<file path="src/rtl/mem_arbiter.sv">
// -----------------------------------------------------------------------------
// mem_arbiter
//   Two-requester arbiter for the single unified memory port. Port 0 (core) is
//   the multi-cycle core whose control FSM stalls while core_gnt is low; port 1
//   (aux) is a boot loader / debug writer. The grant is combinational in the
//   request cycle and the memory bus mirrors the granted port. Read data comes
//   back one cycle after the grant, tagged to the issuing port by a one-cycle
//   rvalid pulse.
//
// Handshake: a requester raises req with stable we/addr/wdata/funct3 and holds
//   them until it samples its gnt high at a rising clk edge; that edge is the
//   transfer. For a read (we=0), the issuing port's rvalid is high for exactly
//   the following cycle with rdata valid; rdata is 0 whenever no rvalid is high.
//   Writes never produce rvalid. Nothing is buffered inside the arbiter.
//
// Ports:
//   clk, reset_n                  clock (rising edge), async active-low reset
//   core_* / aux_*                request, we, addr, wdata, funct3 per port
//   aux_lock                      aux keeps ownership while held with aux_req
//   core_gnt, aux_gnt             access issued this cycle (combinational)
//   core_rvalid, aux_rvalid       read data valid for that port this cycle
//   rdata                         shared read data
//   mem_wren/funct3/addr/wdata    memory request side
//   mem_rd                        memory read data, one cycle after the address
//   dbg_last_owner, dbg_run_cnt,
//   dbg_lock_active, dbg_rd_pend  registered arbiter state for observation
// -----------------------------------------------------------------------------
module mem_arbiter #(
  parameter int ADDR_W       = 32,
  parameter int DATA_W       = 32,
  parameter int MAX_CORE_RUN = 4
) (
  input  logic              clk,
  input  logic              reset_n,
  input  logic              core_req,
  input  logic              core_we,
  input  logic [ADDR_W-1:0] core_addr,
  input  logic [DATA_W-1:0] core_wdata,
  input  logic [2:0]        core_funct3,
  output logic              core_gnt,
  output logic              core_rvalid,
  input  logic              aux_req,
  input  logic              aux_we,
  input  logic [ADDR_W-1:0] aux_addr,
  input  logic [DATA_W-1:0] aux_wdata,
  input  logic [2:0]        aux_funct3,
  input  logic              aux_lock,
  output logic              aux_gnt,
  output logic              aux_rvalid,
  output logic [DATA_W-1:0] rdata,
  output logic              mem_wren,
  output logic [2:0]        mem_funct3,
  output logic [ADDR_W-1:0] mem_addr,
  output logic [DATA_W-1:0] mem_wdata,
  input  logic [DATA_W-1:0] mem_rd,
  output logic              dbg_last_owner,
  output logic [3:0]        dbg_run_cnt,
  output logic              dbg_lock_active,
  output logic              dbg_rd_pend
);

  localparam logic [0:0] OWNER_CORE = 1'b0;
  localparam logic [0:0] OWNER_AUX  = 1'b1;
  localparam logic [3:0] MAX_RUN    = 4'(MAX_CORE_RUN);
  localparam logic [2:0] IDLE_F3    = 3'b010;

  logic [0:0] last_owner;
  logic [3:0] run_cnt;
  logic       lock_active;
  logic       rd_pend;
  logic [0:0] rd_tag;

  logic       aux_wins;
  logic       issue_rd;
  logic [3:0] run_cnt_nxt;
  logic       lock_nxt;

  // Aux wins when it holds a lock, is the only requester, or the core has
  // used up its run. Grants are forced low while reset is asserted.
  always_comb begin
    aux_wins = aux_req & (lock_active | ~core_req | (run_cnt >= MAX_RUN));
    aux_gnt  = reset_n & aux_wins;
    core_gnt = reset_n & core_req & ~aux_wins;
  end

  always_comb begin
    mem_wren   = 1'b0;
    mem_funct3 = IDLE_F3;
    mem_addr   = '0;
    mem_wdata  = '0;
    if (aux_gnt) begin
      mem_wren   = aux_we;
      mem_funct3 = aux_funct3;
      mem_addr   = aux_addr;
      mem_wdata  = aux_wdata;
    end else if (core_gnt) begin
      mem_wren   = core_we;
      mem_funct3 = core_funct3;
      mem_addr   = core_addr;
      mem_wdata  = core_wdata;
    end
  end

  assign issue_rd = (core_gnt & ~core_we) | (aux_gnt & ~aux_we);

  always_comb begin
    run_cnt_nxt = run_cnt;
    if (core_gnt && aux_req) begin
      if (run_cnt < MAX_RUN) run_cnt_nxt = run_cnt + 4'd1;
    end else if (aux_gnt || !aux_req) begin
      run_cnt_nxt = 4'd0;
    end
  end

  always_comb begin
    lock_nxt = lock_active;
    if (aux_gnt && aux_lock)       lock_nxt = 1'b1;
    else if (!aux_lock || !aux_req) lock_nxt = 1'b0;
  end

  always_ff @(posedge clk or negedge reset_n) begin
    if (!reset_n) begin
      last_owner  <= OWNER_CORE;
      run_cnt     <= 4'd0;
      lock_active <= 1'b0;
      rd_pend     <= 1'b0;
      rd_tag      <= OWNER_CORE;
    end else begin
      run_cnt     <= run_cnt_nxt;
      lock_active <= lock_nxt;
      rd_pend     <= issue_rd;
      rd_tag      <= aux_gnt ? OWNER_AUX : OWNER_CORE;
      if (aux_gnt)       last_owner <= OWNER_AUX;
      else if (core_gnt) last_owner <= OWNER_CORE;
    end
  end

  assign core_rvalid = rd_pend & (rd_tag == OWNER_CORE);
  assign aux_rvalid  = rd_pend & (rd_tag == OWNER_AUX);
  assign rdata       = rd_pend ? mem_rd : '0;

  assign dbg_last_owner  = last_owner;
  assign dbg_run_cnt     = run_cnt;
  assign dbg_lock_active = lock_active;
  assign dbg_rd_pend     = rd_pend;

endmodule
</file>
<file path="config.mk">
export PLATFORM = sky130hd
export DESIGN_NAME = mem_arbiter
export DESIGN_NICKNAME = d
export VERILOG_FILES = /design/src/rtl/mem_arbiter.sv
export SDC_FILE = /design/constraint.sdc
export NUM_CORES = 1
export LEC_CHECK = 0
export BUFFER_PORTS_ARGS = -buffer_cell sky130_fd_sc_hd__buf_2
export CELL_PAD_IN_SITES_DETAIL_PLACEMENT = 1
export CELL_PAD_IN_SITES_GLOBAL_PLACEMENT = 1
export CORE_MARGIN = 4
export CORE_UTILIZATION = 11
export CTS_CLUSTER_DIAMETER = 60
export DETAILED_ROUTE_END_ITERATION = 8
export GPL_TIMING_DRIVEN = 0
export PLACE_DENSITY_LB_ADDON = 0.1
export SETUP_SLACK_MARGIN = 0.2
export SYNTH_ARGS = -nofsm -noshare
export SYNTH_HDL_FRONTEND = slang
export SYNTH_SLANG_ARGS = --single-unit
</file>
<file path="constraint.sdc">
create_clock -name clk -period 1.3 [get_ports clk]
set_input_delay 0.13 -clock clk [delete_from_list [all_inputs] [get_ports clk]]
set_output_delay 0.13 -clock clk [all_outputs]
set_load 0.02 [all_outputs]
</file>
# [Word-level counts from Yosys, hierarchy flattened]
# Cells that the tools add are included.
[totals] out_inout_bits=111 input_bits=173 wordCells=52 ff_bits=8
[classes] order_cmp=2 eq_ne=1 n_reduce_logical=10 n_mux=17 add_sub_neg=1 bitwise_logic=16
[ops] operator="32-bit two-way mux" count=5
[ops] operator="4-bit two-way mux" count=3
[ops] operator="1-bit bitwise AND" count=8
[ops] operator="1-bit two-way mux" count=7
[ops] operator="3-bit two-way mux" count=2
[ops] operator="2-bit nonzero test" count=3
[ops] operator="1-bit NOT" count=5
[ops] operator="4-bit by 1-bit adder with 4-bit output (second input constant)" count=1
[ops] operator="4-bit by 3-bit greater-or-equal comparator with 1-bit output (second input constant)" count=1
[ops] operator="4-bit by 3-bit < comparator with 1-bit output (second input constant)" count=1
[ops] operator="1-bit bitwise OR" count=3
[ops] operator="1-bit logical AND" count=2
[ops] operator="1-bit logical NOT" count=2
[ops] operator="1-bit logical OR" count=2
[ops] operator="2-bit by 1-bit != test with 1-bit output (second input constant)" count=1
[ops] operator="2-bit AND reduction" count=1

# [Longest topological paths before layout]
[logic_depth] word_depth=9 mapped_depth=6 mapped_depth_nobuf=4

# [Worst setup path before layout]
# Ideal clock, no wire load.
[synth_path] path_type="reg2out" from="register run_cnt[2] (netlist: dbg_run_cnt[2])" to="output port mem_addr[17]" path_buffers=1 path_slack_ps=-296 arrival_ps=1466 stages_incl_launch_ff=6 required_time_ps=1170 cell_sequence="dfrtp_1 -> o31ai_1 -> nand3_1 -> inv_2 -> buf_2 -> a22o_1"
[synth_via] elab_chain_cells=7 elab_cells_between_ends=8 cone_classes="1 x order compare; 2 x mux; 5 x bitwise"
[synth_rtl] item="from (decl)" line="68" text="logic [3:0] run_cnt;"
[synth_rtl] item="from (signal assigned)" line="129" text="run_cnt <= run_cnt_nxt;"
[synth_rtl] item="4-bit by 3-bit greater-or-equal comparator with 1-bit output" line="81" text="aux_wins = aux_req & (lock_active | ~core_req | (run_cnt >= MAX_RUN));"
[synth_rtl] item="1-bit bitwise OR" line="81"
[synth_rtl] item="1-bit bitwise AND" line="81"
[synth_rtl] item="1-bit NOT" line="83" text="core_gnt = reset_n & core_req & ~aux_wins;"
[synth_rtl] item="1-bit bitwise AND" line="83"
[synth_rtl] item="named net core_gnt" line="40" text="output logic core_gnt,"
[synth_rtl] item="32-bit two-way mux" line="96" text="end else if (core_gnt) begin"
[synth_rtl] item="32-bit two-way mux" line="91" text="if (aux_gnt) begin"
[synth_rtl] item="to (decl)" line="53" text="output logic [ADDR_W-1:0] mem_addr,"
# The timed path passes the listed nets, and every way through them passes these cells.

# [Worst setup path in the final report]
[layout_path] from="register run_cnt[3] (netlist: dbg_run_cnt[3])" to="output port mem_addr[9]"
[layout_via] elab_chain_cells=7 elab_cells_between_ends=8 cone_classes="1 x order compare; 2 x mux; 5 x bitwise"
[layout_rtl] item="4-bit by 3-bit greater-or-equal comparator with 1-bit output *" line="81"
[layout_rtl] item="1-bit bitwise OR *" line="81"
[layout_rtl] item="1-bit bitwise AND *" line="81"
[layout_rtl] item="1-bit NOT" line="83"
[layout_rtl] item="1-bit bitwise AND" line="83"
[layout_rtl] item="32-bit two-way mux" line="96"
[layout_rtl] item="32-bit two-way mux *" line="91"
# Mark *: on every way between the ends. The rest lies on a longest branch, timed or not.

==> impl_metrics.json <==
{
  "outcome": "finished, violations left",
  "violations": "setup timing",
  "routed_wl_um": 10800,
  "io_pins": 284,
  "rsz0062_at_grt": "true",
  "path_cells": "nor3_4 > a21o_2 > inv_4 > buf_12 > buf_12 > a22o_4 > buf_6",
  "wl_met3_um": 1240,
  "reg2reg_to": "dbg_rd_pend",
  "peakVddDrop_mv": 0.273,
  "cts_tree": "built",
  "ff_latch_area_um2": 205,
  "dr.pass1.iters": 4,
  "clkLatencyLatePin_ns": 0.23,
  "hold_viol": 0,
  "post_synth_inst_count": 152,
  "max_freq_ghz": 0.521,
  "fin_cells": 602,
  "cts_max_level": 1,
  "clock_sinks": 8,
  "finClkSkew_ns": 0.000898,
  "areaGrowthSynthToFinish_pct": 261,
  "p_sw_uw": 844,
  "dieArea_mm2": 0.0132,
  "fin_crit_ns": 1.92,
  "final_nets": 637,
  "maxCapViolations": 0,
  "drtIter0Drc": 67,
  "synth-seq-cells": 8,
  "hpwl_um": 8900,
  "cts_max_path_buffers": 2,
  "cts_buffers": 3,
  "grt_max_degree": 12,
  "synth_top_area_frac": 0.466,
  "placed_cell_area_mm2": 0.00325,
  "ys_seq_area_frac": 0.159,
  "worst_slack_ns": -0.619,
  "end_kind": "output port",
  "port_buffers": 283,
  "routed_via_density": 4.29,
  "syn-cell-area_mm2": 0.00126,
  "synth_area_leader_cell": "a22o_1",
  "fill_cells": 1275,
  "avgSynthCellArea_um2": 8.28,
  "slew_headroom": 0.716,
  "fp-row-count": 38,
  "crit_path_start": "dbg_run_cnt[3]",
  "switching_share": 0.344,
  "finish.instance_area_mm2": 0.00455,
  "start_util": 0.114,
  "power_frac_clock": 0.218,
  "grt_antenna_before_repair": 0,
  "hold_path_end": "dbg_rd_pend",
  "dp_slack_ns": -0.575,
  "critPathLaunchType": "register",
  "cpMaxStageDelayCell": "dfrtp_2",
  "dr.max_layer_used": "met4",
  "root_buffer": "clkbuf_16",
  "ff2ff_path_depth": 7,
  "dpl.cell_count": 575,
  "met2WireLength_um": 6050,
  "hold_start": "core_we",
  "p_int_uw": 1610,
  "post-route-period-util": 1.48,
  "tightestPinTransition_ns": 0.425,
  "p_seq_frac": 0.111,
  "slowest_delay_ns": 0.44,
  "crit_type": "register to output port",
  "path_clk_slew_ns": 0.04,
  "overflow": 0,
  "avgRoutedWirePerCell_um": 17.9,
  "gp_congestion": 0.719,
  "ys_warn_count": 0,
  "die_x_um": 115,
  "fin_total_pwr_uw": 2450,
  "min_path_cells": 2,
  "core_mm2": 0.0110,
  "drc_errors": 0,
  "r2r_setup_slack_ns": -0.09,
  "path_max_fanout": 10,
  "timing.critical_path.mode_cell": "buf_12",
  "antenna_cells": 0,
  "synth_cell_types": 22,
  "layout-drive-gt1-share": 0.898,
  "power.share.combinational": 0.670,
  "grt_pass1_vias": 2951,
  "setup-violations-final": 89,
  "grt_pass1_wl_um": 15500,
  "multi_input_area_mm2": 0.00143,
  "grtUsageTotal": 0.145,
  "antenna_left": 0,
  "arrival_ns": 1.79,
  "min_path_type": "primary input to register",
  "wirelength_met1_um": 3390,
  "rr_startpoint": "dbg_run_cnt[3]",
  "p_per_area_mw_per_mm2": 539,
  "maxSlewViolCount": 0,
  "syn_nets": 326,
  "die_h_um": 115,
  "vias": 2585,
  "worst_ep_required_time_ns": 1.17,
  "ys_top_cells_by_area": "a22o_1 47%, and2_1 17%, dfrtp_1 16%, buf_6 3.6%, buf_2 3.2%",
  "leakagePower_uw": 0.00247
}
-- synthesized netlist by cell type --
cell type / count
and2_1: 34
buf_6: 4
nand2_1: 8
nand3_1: 1
inv_2: 2
o31ai_1: 1
nand2b_1: 1
nor2b_1: 2
nand4_1: 1
dfrtp_1: 8
a21boi_0: 1
clkbuf_1: 3
buf_4: 2
inv_1: 1
o21ai_0: 3
a21o_2: 1
a22o_1: 67
ha_1: 1
o22a_1: 1
buf_2: 8
o22ai_1: 1
nor3_2: 1
-- routing by layer --
layer	vias up	track usage
met3	6	0.0384
met4	0	0.0203
met1	1192	0.142
met5	-	0
met2	172	0.305
li1	1215	-
-- kinds of logic after synthesis --
logic type      Yosys count  share of synthesized area
fa+ha+maj                 1                    0.00994
compound gates           75                      0.509
simple gates             48                      0.225
flops                     8                      0.159
buf+inv                  20                     0.0974
-- stage by stage --
stage / hold slack [ns] / TNS, ns / util
after floorplan: -0.166 / -14.02 / -
after global placement: 0.0176 / -32.96 / 0.295
after detailed placement: 0.0224 / -32.21 / 0.295
after CTS: 0.122 / -40.34 / 0.393
after global routing: 0.129 / -44.97 / 0.412
final: 0.121 / -38.70 / 0.412
-- worst max-delay path, delay by kind of cell, from the launching register on --
family                 cells  cell delay, ns
buffers and inverters      4            0.49
flip-flops                 1            0.44
AO/OA/AOI/OAI              2            0.42
AND/OR/NAND/NOR            1            0.20
-- cell type report --
class,instances,area share
buffer,17,0.0611
clock buffer,4,0.0173
inverter,3,0.00303
multi-input combinational,124,0.315
sequential,8,0.0451
tap,140,0.0385
timing repair buffer,306,0.520
-- placed cells by master, fill, tap and decap left out, drive strengths merged, types with 2 or more instances in the layout --
cell type,count
a22o,67
and2,34
buf,322
clkbuf,4
dfrtp,8
inv,3
nand2,8
nor2b,2
o21ai,3
-- state kept, by name, summed over array words and instances (netlist names) --
register         flops
dbg_run_cnt          4
rd_tag               1
dbg_rd_pend          1
dbg_lock_active      1
dbg_last_owner       1
-- power groups by stage --
stage | clock (uW) | sequential (uW) | combinational (uW)
finish | 535 | 273 | 1650
global route | 558 | 276 | 1740
CTS | 544 | 272 | 1580
detailed placement | 0 | 277 | 1180
global placement | 0 | 277 | 1170
floorplan | 0 | 286 | 623
-- what timing repair did --
action,CTS,global route
buffers inserted,11,7
hold endpoints to repair,8,0
setup endpoints to repair,108,112
hold buffers,1,0
cloned,4,0
gates resized for setup,261,52
pin swaps,12,11
-- worst max-delay path by stage --
stage                               to  slack (ns)  cells past startpoint
after floorplan            mem_addr[0]       -0.24                      6
after global placement     mem_addr[0]       -0.59                      7
after detailed placement   mem_addr[0]       -0.58                      7
after CTS                  mem_addr[9]       -0.61                      7
after global routing      mem_wdata[6]       -0.67                      7
final                      mem_addr[9]       -0.62                      7
No activity file was read; power rests on OpenSTA's default activity.
